==> src/rtl/ltc2174_pkg.sv <==
// Shared constants, FSM state type and word unpack/convert helper for the
// LTC2174 pattern-check stage.
package ltc2174_pkg;

  localparam int ADC_BITS  = 14;
  localparam int WORD_BITS = 16;
  localparam int PAD_BITS  = 2;

  typedef enum logic [1:0] {
    IDLE   = 2'd0,
    SETTLE = 2'd1,
    CHECK  = 2'd2,
    DONE   = 2'd3
  } state_t;

  // Drops the pad bits and, for offset-binary ADC output, flips the MSB to
  // obtain two's complement.
  function automatic logic [ADC_BITS-1:0] unpack_conv(
    input logic [WORD_BITS-1:0] word,
    input logic                 twoscomp
  );
    logic [ADC_BITS-1:0] raw;
    raw = word[WORD_BITS-1:PAD_BITS];
    return twoscomp ? raw : {~raw[ADC_BITS-1], raw[ADC_BITS-2:0]};
  endfunction

endpackage

==> src/rtl/ltc2174_chan_check.sv <==
// One ADC channel: registered sign-extended sample plus the pattern compare
// and saturating mismatch counter driven by the top-level FSM strobes.
module ltc2174_chan_check
  import ltc2174_pkg::*;
#(
  parameter int CNT_W = 16
) (
  input  logic                 clk,
  input  logic                 rst,
  input  logic [WORD_BITS-1:0] word,
  input  logic                 twoscomp,
  input  logic [ADC_BITS-1:0]  testpattern,
  input  logic                 clear,
  input  logic                 enable,
  output logic [WORD_BITS-1:0] sample,
  output logic                 mismatch,
  output logic [CNT_W-1:0]     err_cnt
);

  logic [ADC_BITS-1:0] conv;

  // The check uses the word as transmitted, so twoscomp has no influence.
  always_comb begin
    conv     = unpack_conv(word, twoscomp);
    mismatch = (word[WORD_BITS-1:PAD_BITS] != testpattern);
  end

  always_ff @(posedge clk) begin
    if (!rst) begin
      sample  <= '0;
      err_cnt <= '0;
    end else begin
      sample <= {{(WORD_BITS-ADC_BITS){conv[ADC_BITS-1]}}, conv};
      if (clear)
        err_cnt <= '0;
      else if (enable && mismatch && (err_cnt != '1))
        err_cnt <= err_cnt + 1'b1;
    end
  end

endmodule

==> src/rtl/ltc2174_pattern_check.sv <==
// LTC2174 post-deserializer stage: sample unpack/convert for the DSP path and
// a start-triggered per-channel test-pattern checker.
module ltc2174_pattern_check
  import ltc2174_pkg::*;
#(
  parameter int CHAN       = 4,
  parameter int SETTLE_CYC = 256,
  parameter int DWELL_CYC  = 4096,
  parameter int CNT_W      = 16
) (
  input  logic                    clk,
  input  logic                    rst,
  input  logic [CHAN*16-1:0]      adc_data,
  input  logic                    twoscomp,
  input  logic [13:0]             testpattern,
  input  logic                    start,
  output logic [CHAN*16-1:0]      sample_out,
  output logic                    sample_vld,
  output logic                    busy,
  output logic                    done,
  output logic [CHAN-1:0]         pass,
  output logic [CHAN*CNT_W-1:0]   err_cnt
);

  localparam logic [15:0] SETTLE_LAST = 16'(SETTLE_CYC - 1);
  localparam logic [15:0] DWELL_LAST  = 16'(DWELL_CYC - 1);

  state_t          state;
  logic [15:0]     cnt;
  logic            start_d;
  logic            start_rise;
  logic            clear;
  logic            enable;
  logic [CHAN-1:0] mismatch;
  logic [CHAN-1:0] pass_next;

  always_comb begin
    start_rise = start & ~start_d;
    clear      = start_rise && ((state == IDLE) || (state == DONE));
    enable     = (state == CHECK);
    // The final CHECK cycle's mismatch lands in err_cnt on the same edge that
    // registers pass, so it is folded in here.
    pass_next = '0;
    for (int unsigned k = 0; k < CHAN; k++)
      pass_next[k] = (err_cnt[k*CNT_W +: CNT_W] == '0) && !mismatch[k];
  end

  for (genvar k = 0; k < CHAN; k++) begin : g_chan
    ltc2174_chan_check #(
      .CNT_W(CNT_W)
    ) u_chan (
      .clk         (clk),
      .rst         (rst),
      .word        (adc_data[k*16 +: 16]),
      .twoscomp    (twoscomp),
      .testpattern (testpattern),
      .clear       (clear),
      .enable      (enable),
      .sample      (sample_out[k*16 +: 16]),
      .mismatch    (mismatch[k]),
      .err_cnt     (err_cnt[k*CNT_W +: CNT_W])
    );
  end

  always_ff @(posedge clk) begin
    if (!rst) begin
      state      <= IDLE;
      cnt        <= '0;
      start_d    <= 1'b0;
      sample_vld <= 1'b0;
      busy       <= 1'b0;
      done       <= 1'b0;
      pass       <= '0;
    end else begin
      start_d    <= start;
      sample_vld <= 1'b1;
      case (state)
        IDLE, DONE: begin
          if (start_rise) begin
            state <= SETTLE;
            cnt   <= '0;
            busy  <= 1'b1;
            done  <= 1'b0;
            pass  <= '0;
          end
        end
        SETTLE: begin
          if (cnt == SETTLE_LAST) begin
            cnt   <= '0;
            state <= CHECK;
          end else begin
            cnt <= cnt + 1'b1;
          end
        end
        CHECK: begin
          if (cnt == DWELL_LAST) begin
            cnt   <= '0;
            state <= DONE;
            busy  <= 1'b0;
            done  <= 1'b1;
            pass  <= pass_next;
          end else begin
            cnt <= cnt + 1'b1;
          end
        end
        default: state <= IDLE;
      endcase
    end
  end

endmodule

==> config.mk <==
export PLATFORM = sky130hd
export DESIGN_NAME = ltc2174_pattern_check
export DESIGN_NICKNAME = d
export VERILOG_FILES = /design/src/rtl/ltc2174_pkg.sv /design/src/rtl/ltc2174_chan_check.sv /design/src/rtl/ltc2174_pattern_check.sv
export SDC_FILE = /design/constraint.sdc
export NUM_CORES = 1
export LEC_CHECK = 0
export ABC_AREA = 1
export BUFFER_PORTS_ARGS = -buffer_cell sky130_fd_sc_hd__buf_2
export CORE_MARGIN = 3
export CORE_UTILIZATION = 40
export CTS_CLUSTER_DIAMETER = 40
export DETAILED_ROUTE_END_ITERATION = 10
export GPL_TIMING_DRIVEN = 0
export PLACE_DENSITY = 0.63
export SKIP_LAST_GASP = 1
export SLEW_MARGIN = 20
export SYNTH_ARGS = -nofsm -noshare
export SYNTH_HDL_FRONTEND = slang
export SYNTH_HIERARCHICAL = 1
export SYNTH_SLANG_ARGS = --single-unit
==> constraint.sdc <==
create_clock -name clk -period 2.8 [get_ports clk]
set_input_delay 0.28 -clock clk [delete_from_list [all_inputs] [get_ports clk]]
set_output_delay 0.28 -clock clk [all_outputs]
set_load 0.02 [all_outputs]
==> flow_summary.toml, run 1 <==
[yosys]
ys_ff_latch = 146
post_synth_num_cell_types = 32
dominantRegCellSynth = "sky130_fd_sc_hd__dfxtp_1"
post-synth-top-count-cell = "sky130_fd_sc_hd__nand2_1"
cell_types_with_the_highest_counts_after_synthesis = "sky130_fd_sc_hd__nand2_1 (450), sky130_fd_sc_hd__inv_1 (247), sky130_fd_sc_hd__nor2_1 (240), sky130_fd_sc_hd__dfxtp_1 (146), sky130_fd_sc_hd__nand4_1 (78)"
yosysSeqAreaShare = 0.336
post_synth_inst_count = 1431
synth-edff-count = 0
synthesis.area_um2 = 8710
synth_top_cells_by_area = "sky130_fd_sc_hd__dfxtp_1 (34%), sky130_fd_sc_hd__nand2_1 (19%), sky130_fd_sc_hd__inv_1 (11%)"
async_flop_share = 0
post_synth.cell_area_avg_um2 = 6.08
synth_top_area_frac = 0.336
synthesis.nets = 1521
yosys_top_cell_by_area = "sky130_fd_sc_hd__dfxtp_1"
ys.warnings.count = 6

[critical_path]
critical-path-slowest-cell = "sky130_fd_sc_hd__inv_1"
critPathMaxFanout = 11
max_stage_delay_ns = 0.38
timing.reg2reg.worst_path_depth = 8
worst_setup_path_start_kind = "register"
worst_path_top_cell_family_by_delay = "buffers and inverters"
r2r_end = "g_chan[2].u_chan/err_cnt[12]$_SDFFE_PP0P_"
critical_path_arrival_ns = 2.79
worst_r2r_start = "state[0]$_SDFFE_PN0P_"
crit_end = "g_chan[2].u_chan/err_cnt[12]$_SDFFE_PP0P_"
timing.critical_path.to_type = "register"
ff2ff_setup_slack_ns = 0.31
crit_path_required_time_ns = 3.10
timing_worst_setup_path_type = "reg -> reg"
crit_chain = "inv_1 > ha_2 > clkinv_1 > buf_2 > nor2_2 > nor2_1 > inv_1 > nor2_1"
cp-startpoint = "state[0]$_SDFFE_PN0P_"
crit_path_depth = 8
cp.buffers_inverters = 4

[finish]
finish.net_count = 1744
area.growth.synth_to_final_pct = 23.2
drive_gt1_frac = 0.191
final_cell_count_no_fill = 1944
final_core_util = 0.505

[timing]
min_period_ns = 2.49
maxClockFrequency_mhz = 401
worst_slew_pin_slew_ns = 0.749
post-route-worst-setup-slack_ns = 0.306
clock-skew-final_ns = 0.00996
fin_crit_sh = 0.891
worst_slew_margin_rel = 0.501
final-max-slew-violation-count = 0
timing.final.setup_violations = 0
setup_total_negative_slack_ns = 0
rsz_0062_raised_after_global_routing = "false"
finalHoldViolations = 0

[outcome]
run_status = "finished, final reports clean"

[clocking]
clock_tree.root_cell = "sky130_fd_sc_hd__clkbuf_16"
clock_buffers_created_by_tritoncts = 17
clkSlewWorstSetupHoldPaths_ns = 0.06
worst_skew_pair.late_latency_ns = 0.43
cts.hold.buffers_added = 0
cts_max_path_buffers = 2
post_cts.repair.setup_buffers = 0
tritoncts_clock_tree = "built"
numClockSinks = 146
htree_levels = 4

[job]
drv.max_cap_violation_count = 0

[place]
place_worst_setup_slack_ns = -0.0322
port-buffer-count = 208
placed_cells = 1914
gp_congestion = 0.896
detailed_place_hpwl_um = 19400

[route]
dr_wl_met2_um = 12000
route.detailed.drc = 0
vias = 9204
routed.top_layer = "met5"
violation_count_after_the_first_detailed_route_iteration = 502
avgViaCountPerCell = 4.73
dr.pass1.iters = 5
wl_cell_um = 13.1
drt-total-wl_um = 25400
m1WireLength_um = 11700
met3_wirelength_um = 1370
drtAntennaViolNets = 0

[global_routing]
grt_antenna_before_repair = 5
overflow = 0
grt_util_all_layers = 0.213
maximum_number_of_pins_on_one_net_before_global_route_repair = 27
first_global_vias = 8196
grt_pass1_wl_um = 41300

[min_path]
min-delay-path-class = "in -> reg"
worstHoldStart = "start"

[floorplanning]
fp.dieH_um = 154
die_width_um = 154
die-area_um2 = 23600
num_io_pins = 217
fp.coreArea_um2 = 21200
placement_rows = 53
start_util = 0.410

[power]
power.static_leakage_nw = 5.33
vdd.ir_drop.worst_mv = 0.455
power.density_nw_per_um2 = 595
design_power_total_mw = 6.39
sequential cells by signal (all words and copies together), names as in the netlist:
signal                 count
busy                       1
cnt                       16
done                       1
g_chan.u_chan/err_cnt     64
g_chan.u_chan/sample      56
pass                       4
sample_vld                 1
start_d                    1
state                      2
cell type report:
class	instances	area [um^2]
multi-input cells	985	4600
plain buffers	33	173
flip-flops and latches	146	2920
clock inverters	11	176
inverters	263	1000
repair buffers	208	1040
fillers	2181	10500
diodes	2	5.00
well taps	275	344
clock buffers	21	460
cell usage in the layout (no fill, tap or decap), types with 5 or more instances in the layout:
| cell | count |
|---|---|
| sky130_fd_sc_hd__nand2_1 | 450 |
| sky130_fd_sc_hd__inv_1 | 247 |
| sky130_fd_sc_hd__nor2_1 | 239 |
| sky130_fd_sc_hd__buf_2 | 217 |
| sky130_fd_sc_hd__dfxtp_1 | 146 |
| sky130_fd_sc_hd__nand4_1 | 78 |
| sky130_fd_sc_hd__nand3_1 | 51 |
| sky130_fd_sc_hd__a21oi_1 | 50 |
| sky130_fd_sc_hd__xnor2_1 | 20 |
| sky130_fd_sc_hd__clkbuf_1 | 17 |
| sky130_fd_sc_hd__xor2_1 | 17 |
| sky130_fd_sc_hd__clkbuf_16 | 17 |
| sky130_fd_sc_hd__nand3_2 | 14 |
| sky130_fd_sc_hd__inv_2 | 9 |
| sky130_fd_sc_hd__o21ai_0 | 9 |
| sky130_fd_sc_hd__nor2_2 | 8 |
| sky130_fd_sc_hd__nand2_2 | 8 |
| sky130_fd_sc_hd__buf_4 | 8 |
| sky130_fd_sc_hd__ha_1 | 7 |
| sky130_fd_sc_hd__nand3b_1 | 5 |
| sky130_fd_sc_hd__a21oi_2 | 5 |
| sky130_fd_sc_hd__nor3_1 | 5 |
how the worst min path moves through the flow:
stage | depth (start not counted) | to
2_1_floorplan | 0 | sample_vld$_DFF_P_
5_1_grt | 3 | g_chan[0].u_chan/sample[7]$_SDFF_PN0_
3_3_place_gp | 2 | pass[2]$_SDFFE_PN0P_
6_report | 3 | start_d$_SDFF_PN0_
4_1_cts | 3 | start_d$_SDFF_PN0_
3_5_place_dp | 2 | pass[2]$_SDFFE_PN0P_
worst register-to-register path: cells and delay by family (launching register included):
kind                     cells  cell delay [ns]
flip-flops                   1             0.37
buffers and inverters        4             1.04
AND/OR/NAND/NOR              3             0.64
adder cells (fa/ha/maj)      1             0.32
power breakdown:
part,switching [mW],internal (mW)
combinational,1.16,0.447
clock,0.963,1.55
sequential,0.0897,2.18
total,2.21,4.18
through the flow:
stage / hold slack, ns / area, um^2
2_1_floorplan: 0.308 / 8710
3_3_place_gp: 0.450 / 10100
3_5_place_dp: 0.458 / 10100
4_1_cts: 0.0361 / 10700
5_1_grt: 0.0418 / 10700
6_report: 0.0445 / 10700
repair_timing:
item,4_1_cts,5_1_grt
cloned,0,0
gates resized for setup,1,0
endpoints found under the setup margin,37,16
pin swaps,0,0
per-layer routing:
layer,global-route usage,vias to the layer above
met3,0.0425,25
met1,0.285,4131
met2,0.354,230
li1,-,4812
met5,0,-
met4,0.0521,6
cells by family after synthesis:
kind of cell,after synthesis,synth area share
xor gates and xnor gates,37,0.0372
DFF,146,0.336
and+or+nand+nor,870,0.435
buffers and inverters,300,0.137
adders and majority gates,8,0.0115
AOI/OAI and AO/OA,70,0.0443
Power figures use the tool's default switching activity.
==> run 2, diff against run 1 <==
SETUP_SLACK_MARGIN = 0.4   (was default)
==> flow_summary.toml, run 2 (same netlist as run 1, synthesis figures left out) <==
[outcome]
run_status = "finished, final reports clean"

[place]
detailed_place_hpwl_um = 19400
port-buffer-count = 208
place_worst_setup_slack_ns = -0.0322
gp_congestion = 0.896

[critical_path]
crit_chain = "inv_1 > ha_2 > clkinvlp_4 > clkbuf_4 > nor2_4 > nor2_2 > inv_1 > clkbuf_2 > nor2_1"
cell_repeated_most_along_the_worst_path = "sky130_fd_sc_hd__inv_1"
timing.critical_path.to_type = "register"
timing.reg2reg.worst_path_depth = 9
critPathMaxFanout = 10
worst_setup_path_start_kind = "register"
crit_path_required_time_ns = 3.11
critical_path_arrival_ns = 2.53
max_stage_delay_ns = 0.37
timing_worst_setup_path_type = "reg -> reg"
critical-path-slowest-cell = "sky130_fd_sc_hd__dfxtp_1"

[power]
design_power_total_mw = 6.42
power.static_leakage_nw = 5.34
power.density_nw_per_um2 = 596
vdd.ir_drop.worst_mv = 0.456

[global_routing]
overflow = 0
maximum_number_of_pins_on_one_net_before_global_route_repair = 27
grt_pass1_wl_um = 41300
grt_util_all_layers = 0.213
grt_antenna_before_repair = 5
first_global_vias = 8208

[timing]
finalHoldViolations = 0
worst_slew_pin_slew_ns = 0.738
post-route-worst-setup-slack_ns = 0.586
fin_crit_sh = 0.791
min_period_ns = 2.21
timing.final.setup_violations = 0
rsz_0062_raised_after_global_routing = "false"
clock-skew-final_ns = 0.00920
worst_slew_margin_rel = 0.508
setup_total_negative_slack_ns = 0
maxClockFrequency_mhz = 452
final-max-slew-violation-count = 0

[floorplanning]
die-area_um2 = 23600
fp.coreArea_um2 = 21200
fp.dieH_um = 154
placement_rows = 53
num_io_pins = 217
start_util = 0.410
die_width_um = 154

[clocking]
clkSlewWorstSetupHoldPaths_ns = 0.06
post_cts.repair.setup_buffers = 0
tritoncts_clock_tree = "built"
numClockSinks = 146
htree_levels = 4
clock_tree.root_cell = "sky130_fd_sc_hd__clkbuf_16"
clock_buffers_created_by_tritoncts = 17
cts_max_path_buffers = 2
worst_skew_pair.late_latency_ns = 0.43

[finish]
fillers = 2170
number_of_flip_flops_in_the_largest_register = 64
final_core_util = 0.507
top_register = "g_chan.u_chan/err_cnt"
area.growth.synth_to_final_pct = 23.7
mostFrequentLayoutCell = "sky130_fd_sc_hd__nand2_1"
finish.net_count = 1748
drive_gt1_frac = 0.196
largestRegisters = "g_chan.u_chan/err_cnt (64), g_chan.u_chan/sample (56), cnt (16)"
final_cell_mix = "sky130_fd_sc_hd__nand2_1 (450), sky130_fd_sc_hd__inv_1 (247), sky130_fd_sc_hd__nor2_1 (235)"

[route]
wl_cell_um = 13.1
vias = 9175
dr.pass1.iters = 5
drt-total-wl_um = 25500
violation_count_after_the_first_detailed_route_iteration = 508
route.detailed.drc = 0
drtAntennaViolNets = 0
avgViaCountPerCell = 4.71

[job]
drv.max_cap_violation_count = 0

[min_path]
holdPathStages = 3
min-delay-path-class = "in -> reg"
run 2: cell types whose count changed in the layout (fill, tap and decap cells not counted), sizes merged:
cell / previous run / this run
diode: 2 / 3
clkinv: 4 / 3
clkbuf: 36 / 40
clkinvlp: 4 / 5
run 2: worst paths after layout:
kind                                            start                                         to  slack (ns)
worst max register to register  state[0]$_SDFFE_PN0P_  g_chan[0].u_chan/err_cnt[12]$_SDFFE_PP0P_        0.59
worst max-delay path            state[0]$_SDFFE_PN0P_  g_chan[0].u_chan/err_cnt[12]$_SDFFE_PP0P_        0.59
worst min register to register   pass[2]$_SDFFE_PN0P_                       pass[2]$_SDFFE_PN0P_        0.47
worst min-delay path                            start                         start_d$_SDFF_PN0_        0.05
run 2: power by group:
| part | internal, mW | leakage, nW | switching (mW) |
|---|---|---|---|
| logic | 0.473 | 3.85 | 1.17 |
| clock network | 1.55 | 0.297 | 0.957 |
| registers | 2.18 | 1.19 | 0.0903 |
| total | 4.20 | 5.34 | 2.22 |
run 2: metal layers:
layer / vias up / wire [um] / global-route usage
met2: 215 / 12100 / 0.354
met4: 6 / 290 / 0.0521
met3: 25 / 1360 / 0.0417
li1: 4823 / - / -
met5: - / 34 / 0
met1: 4106 / 11700 / 0.286
run 2: layout make-up:
class	instances	area, um^2	share of cell area
antenna	3	7.51	0.000697
buffer	37	195	0.0181
clock buffer	21	460	0.0428
clock inverter	11	176	0.0164
inverter	263	1010	0.0934
multi-input combinational	985	4610	0.429
sequential	146	2920	0.271
tap	275	344	0.0320
timing repair buffer	208	1040	0.0967
run 2: worst max-delay path: cells and delay by family, from the launching register on:
family	cells	cell delay, ns
adder cells (fa/ha/maj)	1	0.35
buffers and inverters	5	0.91
flip-flops	1	0.37
AND/OR/NAND/NOR	3	0.47
run 2: timing repair:
item / in CTS / in global routing
resized for setup: 7 / 6
hold buffers: 0 / 0
endpoints found under the setup margin: 40 / 34
run 2: through the flow:
step / hold WS [ns] / cells / instance area, um^2
2_1_floorplan: 0.308 / 1431 / 8710
3_5_place_dp: 0.458 / 1914 / 10100
6_report: 0.0460 / 1949 / 10800
4_1_cts: 0.0361 / 1946 / 10700
3_3_place_gp: 0.450 / 1914 / 10100
5_1_grt: 0.0418 / 1948 / 10800
==> run 3, diff against run 2 <==
ABC_AREA = 0   (was 1)
PLACE_DENSITY = 0.67   (was 0.63)
clock period = 1.9 ns   (was 2.8 ns; I/O delays follow)
==> flow_summary.toml, run 3 <==
[outcome]
run_status = "complete, but fails checks"
violations = "negative setup slack"

[clocking]
tritoncts_clock_tree = "built"
numClockSinks = 146
worst_skew_pair.late_latency_ns = 0.42
clock_buffers_created_by_tritoncts = 17
htree_levels = 4
cts_max_path_buffers = 2
clkSlewWorstSetupHoldPaths_ns = 0.06
clock_tree.root_cell = "sky130_fd_sc_hd__clkbuf_16"

[route]
avgViaCountPerCell = 5.58
route.detailed.drc = 0
dr_wl_met2_um = 12800
m1WireLength_um = 10400
met3_wirelength_um = 1930
routed.top_layer = "met4"
wl_cell_um = 18.3
violation_count_after_the_first_detailed_route_iteration = 544
vias = 7878
drtAntennaViolNets = 0
dr.pass1.iters = 6
drt-total-wl_um = 25800

[critical_path]
timing.reg2reg.worst_path_depth = 5
critPathMaxFanout = 3
crit_path_required_time_ns = 2.21
worst_setup_path_start_kind = "register"
worst_r2r_start = "cnt[15]$_SDFFE_PN0P_"
r2r_end = "state[1]$_SDFFE_PN0P_"
critical_path_arrival_ns = 2.55
timing_worst_setup_path_type = "reg -> reg"
crit_end = "state[1]$_SDFFE_PN0P_"
timing.critical_path.to_type = "register"
cp-startpoint = "cnt[15]$_SDFFE_PN0P_"
ff2ff_setup_slack_ns = -0.34

[finish]
top_register = "g_chan.u_chan/err_cnt"
drive_gt1_frac = 0.486
seqCellArea_um2 = 3090
largestRegisters = "g_chan.u_chan/err_cnt (64), g_chan.u_chan/sample (56), cnt (16)"
mostFrequentLayoutCell = "sky130_fd_sc_hd__buf_2"
final_cell_count_no_fill = 1412
final_cell_mix = "sky130_fd_sc_hd__buf_2 (206), sky130_fd_sc_hd__buf_4 (84), sky130_fd_sc_hd__dfxtp_1 (75)"
antennaDiodeCount = 0
area.growth.synth_to_final_pct = 58.2
number_of_flip_flops_in_the_largest_register = 64
fillers = 1345
multiInputGateArea_um2 = 4830
finish.net_count = 1264

[power]
power.static_leakage_nw = 4.71
internal-power_mw = 6.36
clock_power_share = 0.355
seqPwrFrac = 0.355
netSwitchingPower_mw = 2.83
logic_pwr_share = 0.290
vdd.ir_drop.worst_mv = 0.668
power.density_nw_per_um2 = 806
power.switching_fraction = 0.308

[floorplanning]
placement_rows = 48
die_width_um = 140
fp.coreArea_um2 = 17500
num_io_pins = 217
fp.dieH_um = 140
die-area_um2 = 19700
start_util = 0.413

[yosys]
synth_top_family_by_area = "simple AND/OR/NAND/NOR gates"
synthesis.nets = 906
synth-edff-count = 0
post-synth-top-count-cell = "sky130_fd_sc_hd__dfxtp_1"
synth_top_cells_by_area = "sky130_fd_sc_hd__dfxtp_1 (40%), sky130_fd_sc_hd__xor2_1 (7.3%), sky130_fd_sc_hd__and2_1 (5.5%)"
async_flop_share = 0
synthMuxAreaShare = 0.00693
cell_types_with_the_highest_counts_after_synthesis = "sky130_fd_sc_hd__dfxtp_1 (146), sky130_fd_sc_hd__and2_1 (64), sky130_fd_sc_hd__nand2_1 (63), sky130_fd_sc_hd__xor2_1 (60), sky130_fd_sc_hd__a21oi_1 (45)"
synth_fa_ha_area_frac = 0.0139
yosysSeqAreaShare = 0.405
post_synth.cell_area_avg_um2 = 8.85
synth-xor-area-share = 0.0813
synth_top_area_frac = 0.405
dominantRegCellSynth = "sky130_fd_sc_hd__dfxtp_1"
post_synth_inst_count = 816
ys_ff_latch = 146
synth-simple-area-share = 0.312
post_synth_num_cell_types = 47
compound_cell_area_share_of_the_yosys_netlist = 0.138
synthesis.area_um2 = 7220
ys.warnings.count = 6
yosys_top_cell_by_area = "sky130_fd_sc_hd__dfxtp_1"

[global_routing]
overflow = 0
grt_util_all_layers = 0.247
maximum_number_of_pins_on_one_net_before_global_route_repair = 34
grt_antenna_before_repair = 0
first_global_vias = 7465
grt_pass1_wl_um = 39400

[place]
port-buffer-count = 208
detailed_place_hpwl_um = 16700
gp_congestion = 0.871
place_worst_setup_slack_ns = -1.09
placed_cells = 1249

[timing]
finalHoldViolations = 0
fin_crit_sh = 1.18
post-route-worst-setup-slack_ns = -0.341
clock-skew-final_ns = 0.00642
timing.final.setup_violations = 35
rsz_0062_raised_after_global_routing = "true"
worst_slew_pin_slew_ns = 0.780
maxClockFrequency_mhz = 446
worst_slew_margin_rel = 0.480
final-max-slew-violation-count = 0
min_period_ns = 2.24
setup_total_negative_slack_ns = -5.47

[job]
drv.max_cap_violation_count = 0

[min_path]
min-delay-path-class = "in -> reg"
==> run 3: what timing repair did <==
| item | CTS | global route |
|---|---|---|
| setup buffers | 79 | 22 |
| resized for setup | 106 | 81 |
| endpoints found under the hold margin | 28 | 0 |
| setup endpoints to repair | 88 | 88 |
| pin swaps | 86 | 47 |
| gates cloned | 1 | 1 |
| hold buffers | 28 | 0 |
==> run 3: worst min-delay path by stage <==
| stage | cells past startpoint | endpoint | start |
|---|---|---|---|
| floorplan | 0 | sample_vld$_DFF_P_ | rst |
| global placement | 2 | start_d$_SDFF_PN0_ | start |
| detailed placement | 2 | start_d$_SDFF_PN0_ | start |
| CTS | 2 | g_chan[1].u_chan/sample[7]$_SDFF_PN0_ | adc_data[25] |
| global route | 2 | g_chan[1].u_chan/sample[6]$_SDFF_PN0_ | adc_data[24] |
| finish | 2 | g_chan[1].u_chan/sample[7]$_SDFF_PN0_ | adc_data[25] |
==> run 3: metal layers <==
layer | up-vias | GRT usage
li1 | 3724 | -
met1 | 3748 | 0.306
met2 | 357 | 0.417
met3 | 49 | 0.0587
met4 | 0 | 0.0887
met5 | - | 0
==> run 3: logic make-up after synthesis <==
logic type / count (synthesis)
AOI/OAI and AO/OA: 151
adders and majority gates: 8
DFF: 146
xor gates and xnor gates: 67
buffers and inverters: 52
and+or+nand+nor: 387
muxes: 5
==> run 3: power groups by stage <==
stage	Combinational, mW	Clock (mW)	Sequential [mW]
finish	2.67	3.27	3.26
global route	2.83	3.49	3.27
CTS	2.39	3.34	3.26
detailed placement	1.62	0	3.35
global placement	1.61	0	3.34
floorplan	0.943	0	3.46
==> run 3: worst max-delay path: stages, from the launching register on <==
cell and delay [ns]:
sky130_fd_sc_hd__dfxtp_2 0.32, sky130_fd_sc_hd__or4_4 0.54, sky130_fd_sc_hd__or4_4 0.43, sky130_fd_sc_hd__o31a_1 0.28, sky130_fd_sc_hd__or3_1 0.31, sky130_fd_sc_hd__a32o_1 0.26
==> run 3: area by class of cell <==
type,count,share of cell area
Inverter,16,0.00592
Sequential cell,146,0.271
Clock buffer,21,0.0413
Timing Repair Buffer,339,0.196
Tap cell,225,0.0247
Buffer,36,0.0305
Clock inverter,11,0.00866
Multi-Input combinational cell,618,0.423
==> run 3: through the flow <==
| step | hold slack [ns] | total power [mW] | util | instance area [um^2] |
|---|---|---|---|---|
| 2_1_floorplan | 0.218 | 4.40 | - | 7630 |
| 3_3_place_gp | 0.414 | 4.95 | 0.512 | 8950 |
| 3_5_place_dp | 0.413 | 4.97 | 0.512 | 8950 |
| 4_1_cts | 0.000356 | 8.98 | 0.622 | 10900 |
| 5_1_grt | 0.00962 | 9.59 | 0.653 | 11400 |
| 6_report | 0.0136 | 9.20 | 0.653 | 11400 |
